==> config.mk <==
export PLATFORM = sky130hd
export DESIGN_NAME = drum_step_clock
export DESIGN_NICKNAME = d
export VERILOG_FILES = /design/src/rtl/drum_step_clock.sv
export SDC_FILE = /design/constraint.sdc
export NUM_CORES = 1
export LEC_CHECK = 0
export CORE_ASPECT_RATIO = 0.6
export CORE_UTILIZATION = 50
export DETAILED_ROUTE_END_ITERATION = 10
export MAX_ROUTING_LAYER = met4
export PLACE_DENSITY = 0.75
export RECOVER_POWER = 25
export SLEW_MARGIN = 20
export SYNTH_ARGS = -nofsm -noshare
export SYNTH_HDL_FRONTEND = slang
export SYNTH_SLANG_ARGS = --single-unit
==> constraint.sdc <==
create_clock -name clk -period 8.5 [get_ports clk]
set_input_delay 1.275 -clock clk [delete_from_list [all_inputs] [get_ports clk]]
set_output_delay 1.275 -clock clk [all_outputs]
set_load 0.01 [all_outputs]
==> src/rtl/drum_step_clock.sv <==
// Tempo and step generator: converts the active BPM into an eight-step bar
// using a phase accumulator, and produces the slowed step clock, the step
// index and the per-step and per-bar pulses for the drum datapath.
module drum_step_clock #(
  parameter int unsigned CLK_HZ         = 50_000_000,
  parameter int unsigned STEPS_PER_BEAT = 2,
  parameter int unsigned BPM_MIN        = 30,
  parameter int unsigned BPM_MAX        = 240,
  parameter int unsigned BPM_RESET      = 60,
  parameter int unsigned ACC_W          = 32
) (
  input  logic       clk,
  input  logic       reset,
  input  logic       play,
  input  logic       ld_bpm,
  input  logic [7:0] bpm_in,
  output logic [2:0] timing,
  output logic       step_clk,
  output logic       step_tick,
  output logic       bar_start,
  output logic       running,
  output logic [7:0] bpm_out
);

  // One step is CLK_HZ*60 phase units; computed in 64 bits so large clock
  // rates do not overflow before being cut down to the accumulator width.
  localparam logic [ACC_W-1:0] THRESH  = ACC_W'(64'(CLK_HZ) * 64'd60);
  localparam logic [ACC_W-1:0] HALF    = THRESH >> 1;
  localparam logic [7:0]       MIN_B   = 8'(BPM_MIN);
  localparam logic [7:0]       MAX_B   = 8'(BPM_MAX);
  localparam logic [7:0]       RESET_B = 8'(BPM_RESET);

  typedef enum logic {
    ST_IDLE = 1'b0,
    ST_RUN  = 1'b1
  } state_t;

  state_t           state_q, state_d;
  logic [ACC_W-1:0] acc_q, acc_d;
  logic [7:0]       bpm_active_q, bpm_active_d;
  logic [7:0]       bpm_pend_q, bpm_pend_d;
  logic [2:0]       timing_q, timing_d;
  logic             tick_q, tick_d;
  logic             bar_q, bar_d;

  logic [7:0]       bpm_clamped;
  logic [ACC_W-1:0] inc;
  logic [ACC_W-1:0] sum;
  logic             boundary;

  // Clamp the requested BPM into the supported tempo range.
  always_comb begin
    bpm_clamped = bpm_in;
    if (bpm_in < MIN_B) begin
      bpm_clamped = MIN_B;
    end else if (bpm_in > MAX_B) begin
      bpm_clamped = MAX_B;
    end
  end

  assign inc      = ACC_W'(bpm_active_q) * ACC_W'(STEPS_PER_BEAT);
  assign sum      = acc_q + inc;
  assign boundary = (sum >= THRESH);

  // State register and datapath registers; reset wins over every input.
  always_ff @(posedge clk) begin
    if (reset) begin
      state_q      <= ST_IDLE;
      acc_q        <= '0;
      bpm_active_q <= RESET_B;
      bpm_pend_q   <= RESET_B;
      timing_q     <= 3'd0;
      tick_q       <= 1'b0;
      bar_q        <= 1'b0;
    end else begin
      state_q      <= state_d;
      acc_q        <= acc_d;
      bpm_active_q <= bpm_active_d;
      bpm_pend_q   <= bpm_pend_d;
      timing_q     <= timing_d;
      tick_q       <= tick_d;
      bar_q        <= bar_d;
    end
  end

  // Next-state logic: accumulate phase in RUN, roll steps at each threshold
  // crossing and only swap in a new tempo on a step boundary.
  always_comb begin
    state_d      = state_q;
    acc_d        = acc_q;
    bpm_active_d = bpm_active_q;
    bpm_pend_d   = bpm_pend_q;
    timing_d     = timing_q;
    tick_d       = 1'b0;
    bar_d        = 1'b0;
    case (state_q)
      ST_IDLE: begin
        acc_d    = '0;
        timing_d = 3'd0;
        // While stopped a tempo load is applied immediately.
        if (ld_bpm) begin
          bpm_pend_d   = bpm_clamped;
          bpm_active_d = bpm_clamped;
        end
        if (play) begin
          state_d = ST_RUN;
          tick_d  = 1'b1;
          bar_d   = 1'b1;
        end
      end
      ST_RUN: begin
        if (ld_bpm) begin
          bpm_pend_d = bpm_clamped;
        end
        if (!play) begin
          // Stopping has priority over a boundary landing on the same edge.
          state_d  = ST_IDLE;
          acc_d    = '0;
          timing_d = 3'd0;
        end else if (boundary) begin
          // Keep the remainder so the long-run step rate is exact; the
          // boundary uses the pending tempo as it stood before this edge.
          acc_d        = sum - THRESH;
          timing_d     = timing_q + 3'd1;
          tick_d       = 1'b1;
          bar_d        = (timing_q == 3'd7);
          bpm_active_d = bpm_pend_q;
        end else begin
          acc_d = sum;
        end
      end
      default: begin
        state_d = ST_IDLE;
      end
    endcase
  end

  assign running   = (state_q == ST_RUN);
  assign step_clk  = (state_q == ST_RUN) && (acc_q < HALF);
  assign timing    = timing_q;
  assign step_tick = tick_q;
  assign bar_start = bar_q;
  assign bpm_out   = bpm_active_q;

endmodule
==> out/summary.log <==
INFO  worst_setup_path worst_path_largest_cell_delay=890ps
INFO  cells_and_area nets=491
INFO  die            row_count=23
INFO  yosys          postSynthNetCount=481
INFO  yosys          synth.most_common_cell=sky130_fd_sc_hd__nand2_1
INFO  die            floorplan.die.height=68.1um
INFO  pwr            netSwitchingPower=0.135mW
INFO  detailed_routing detail_route.wirelength=10100um
INFO  global_route   grt_pass1_vias=3055
INFO  detailed_routing drt-vias-per-instance=6.23
INFO  sta            final_min_period_over_clock_period=60.1%
INFO  pwr            power.density_cell_area=130nW/um2
INFO  sta            report.final.hold_viol_count=0
INFO  worst_setup_path timing.critical_path.to_type=register
INFO  detailed_routing detailedRoute.firstPassIterationCount=5
INFO  sta            rsz_0062_raised_after_global_routing=false
INFO  clock_network  clkLatencyLatePin=300ps
INFO  yosys          synthFlopType=sky130_fd_sc_hd__dfxtp_1
INFO  worst_setup_path timing_worst_setup_path_type=reg -> reg
INFO  yosys          synth-seq-cells=53
INFO  detailed_routing num_vias=3458
INFO  flow_run       max_cap_violations=0
INFO  worst_setup_path worst_path_max_delay_cell=sky130_fd_sc_hd__or4_1
INFO  sta            timing.fmax=0.196GHz
INFO  pwr            clockPowerShare=39.2%
INFO  detailed_routing drt_iter0_drc=438
INFO  global_route   globalRouteOverflowTotal=0
INFO  pwr            seq_power_share=49.5%
INFO  sta            layout_min_cycle_time=5110ps
INFO  yosys          synth_top_cells_by_count=sky130_fd_sc_hd__nand2_1 (59), sky130_fd_sc_hd__dfxtp_1 (53), sky130_fd_sc_hd__a21oi_1 (33)
INFO  global_route   gr-usage-met1=41.2%
INFO  worst_setup_path worst-path-max-fanout=33
INFO  worst_setup_path startpoint_of_the_worst_slack_reg_to_reg_timing_path=bpm_out[7]
INFO  clock_network  ctsRootBufferMaster=sky130_fd_sc_hd__clkbuf_16
INFO  cells_and_area layout.area.seq=1060um2
INFO  yosys          netlist.area_leader.share=29.1%
INFO  yosys          yosysWarnings=0
INFO  sta            setup_viol=0
INFO  sta            finalClockSkew=4.80ps
INFO  clock_network  cts-buffers-inserted=5
INFO  die            floorplan.initialDensity=53.2%
INFO  yosys          synth_largest_area_cell=sky130_fd_sc_hd__dfxtp_1
INFO  worst_hold_path startpoint_of_the_most_critical_hold_path=bpm_pend_q[0]
INFO  placement      buffer_ports.inserted=26
INFO  detailed_routing route.detailed.drc=0
INFO  sta            final.hold.worst_slack=476ps
INFO  cells_and_area multiInputGateArea=2430um2
INFO  cells_and_area synthToLayoutAreaGrowth=11.3%
INFO  die            die_w=112um
INFO  clock_network  cts-resized-gates=0
INFO  sta            worst_slew_margin_rel=26.5%
INFO  detailed_routing drt-wirelength-per-cell=18.3um
INFO  yosys          synth-async-reset-ratio=0%
INFO  cells_and_area nFillCells=598
INFO  yosys          number_of_standard_cells_after_synthesis=457
INFO  pwr            finalPower=0.527mW
INFO  detailed_routing ant_nets=0
INFO  clock_network  cts.repair_timing.setup_buffer_count=0
INFO  worst_setup_path startpoint_class=register
INFO  pwr            leakage=1.40nW
INFO  pwr            pwr-share-comb=11.3%
INFO  die            dieArea=7640um2
INFO  global_route   globalRouteMet3Util=9.65%
INFO  worst_setup_path crit_path_cell_trace=ha_1 -> a21oi_1 -> nand2_1 -> o211ai_1 -> nor2_1 -> o311ai_1 -> nand4_1 -> a221oi_2 -> or4_1 -> a31o_1 -> mux2i_1
INFO  yosys          synth_cell_type_count=63
INFO  yosys          synth_top_cells_by_area=sky130_fd_sc_hd__dfxtp_1 (29%), sky130_fd_sc_hd__mux2i_1 (8.0%), sky130_fd_sc_hd__nand2_1 (6.1%)
INFO  yosys          syn-cell-area=3640um2
INFO  global_route   globalRouteMet2Util=37.7%
INFO  placement      gpl.final_weighted_congestion=0.995
INFO  global_route   grtUsageTotal=28.7%
INFO  global_route   maximum_number_of_pins_on_one_net_before_global_route_repair=34
INFO  worst_setup_path crit_start=bpm_out[7]
INFO  yosys          synth_sequential_area_ratio=29.1%
INFO  yosys          synth-edff-count=0
INFO  worst_setup_path crit_arrival=5330ps
INFO  sta            tightestPinTransition=1100ps
INFO  pwr            power.switching_fraction=25.6%
INFO  clock_network  h-tree-depth=2
INFO  placement      dpl.hpwl=7470um
INFO  clock_network  cts.clk_slew.worst_paths=70ps
INFO  worst_hold_path hold_class=reg -> reg
INFO  worst_setup_path data_required_time_of_the_worst_path=8720ps
INFO  clock_network  cts.sinks=53
INFO  status         status=finished, final reports clean
INFO  clock_network  max-clock-path-buffers=2
INFO  die            io_pins=27
INFO  pwr            vdd_drop_max=79.2uV
INFO  cells_and_area layout_cell_share_with_drive_strength_beyond_1=6.84%
INFO  global_route   gr-max-usage-layer=met1
INFO  clock_network  cts_tree=yes
INFO  sta            slew_viol_final=0
INFO  yosys          syn-mean-instance-area=7.97um2
INFO  sta            fin_setup_tns=0ps
INFO  die            floorplan.core_area=6850um2
INFO  cells_and_area antennaDiodeCount=0
INFO  global_route   grt_first_pass_wirelength=16100um
INFO  clock_network  postCtsHoldBufs=0
INFO  pwr            internal-power=0.392mW
INFO  global_route   initial_antenna_violation_count=0
[registers in the layout, summed over array words and instances, names as in the netlist]
name,flops
step_tick,1
bpm_out,8
bpm_pend_q,8
bar_start,1
timing,3
acc_q,31
running,1
[metrics by stage]
step                setup slack (ps)  utilization (%)  cells  instance area (um2)
finish                          3390             59.2    555                 4050
global route                    2980             59.2    555                 4050
CTS                             3480             59.2    555                 4050
detailed placement              3520             57.1    547                 3910
global placement                3750             57.1    547                 3910
floorplan                       4920                -    457                 3640
[area by class of cell]
cell class                      count  area share (%)
Multi-Input combinational cell    368            60.0
Sequential cell                    53            26.2
Timing Repair Buffer               27            6.60
Clock buffer                        7            3.27
Tap cell                           87            2.69
Inverter                           12            1.11
Clock inverter                      1           0.185
[metal layers]
metal | part of all wire (%) | routed length, um
met1 | 49 | 4930
met2 | 37 | 3800
met3 | 13 | 1310
met4 | 0.95 | 96
met5 | 0 | 0
[worst paths after layout]
kind / end / slack [ps] / cells after the start
setup / recovery: bpm_out[1] / 3390 / 11
setup reg to reg: bpm_out[1] / 3390 / 11
hold reg to reg: bpm_pend_q[0] / 480 / 2
hold / removal: bpm_pend_q[0] / 480 / 2
[worst max-delay path: cells and delay by family, from the launching register on]
family	cells	cell delay, ps
AOI/OAI and AO/OA	5	2640
adders and majority gates	1	360
muxes	1	260
DFF	1	340
and+or+nand+nor	4	1430
[cells in the final DEF (no fill, tap or decap), types with 5 or more instances in the layout]
cell                              count
sky130_fd_sc_hd__nand2_1             59
sky130_fd_sc_hd__dfxtp_1             53
sky130_fd_sc_hd__a21oi_1             33
sky130_fd_sc_hd__nor2_1              29
sky130_fd_sc_hd__mux2i_1             29
sky130_fd_sc_hd__xnor2_1             22
sky130_fd_sc_hd__o21ai_0             17
sky130_fd_sc_hd__nand3_1             17
sky130_fd_sc_hd__nor3_1              14
sky130_fd_sc_hd__clkdlybuf4s50_1     13
sky130_fd_sc_hd__dlygate4sd3_1       13
sky130_fd_sc_hd__inv_1               12
sky130_fd_sc_hd__nand4_1             11
sky130_fd_sc_hd__ha_1                11
sky130_fd_sc_hd__nand2b_1            10
sky130_fd_sc_hd__xor2_1               9
sky130_fd_sc_hd__a21o_1               8
sky130_fd_sc_hd__and2_1               7
sky130_fd_sc_hd__a211oi_1             7
sky130_fd_sc_hd__or2_2                6
sky130_fd_sc_hd__nor4_1               5
sky130_fd_sc_hd__nor2b_1              5
sky130_fd_sc_hd__o211ai_1             5
sky130_fd_sc_hd__clkbuf_16            5
[cell families after synthesis]
| kind of cell | count (synthesis) | share of synthesized area [%] |
|---|---|---|
| AND/OR/NAND/NOR | 185 | 25.9 |
| AO/OA/AOI/OAI | 106 | 19.2 |
| flip-flops | 53 | 29.1 |
| buffers and inverters | 36 | 4.29 |
| multiplexers | 33 | 9.21 |
| XOR/XNOR | 32 | 7.90 |
| adder cells (fa/ha/maj) | 12 | 4.33 |
[power by group through the flow]
stage               Combinational (mW)  Sequential, mW  Clock, mW
floorplan                       0.0372           0.265          0
global placement                0.0581           0.266          0
detailed placement              0.0597           0.266          0
CTS                             0.0605           0.261      0.207
global route                    0.0656           0.261      0.217
finish                          0.0596           0.261      0.206
No activity file was read; power rests on OpenSTA's default activity.
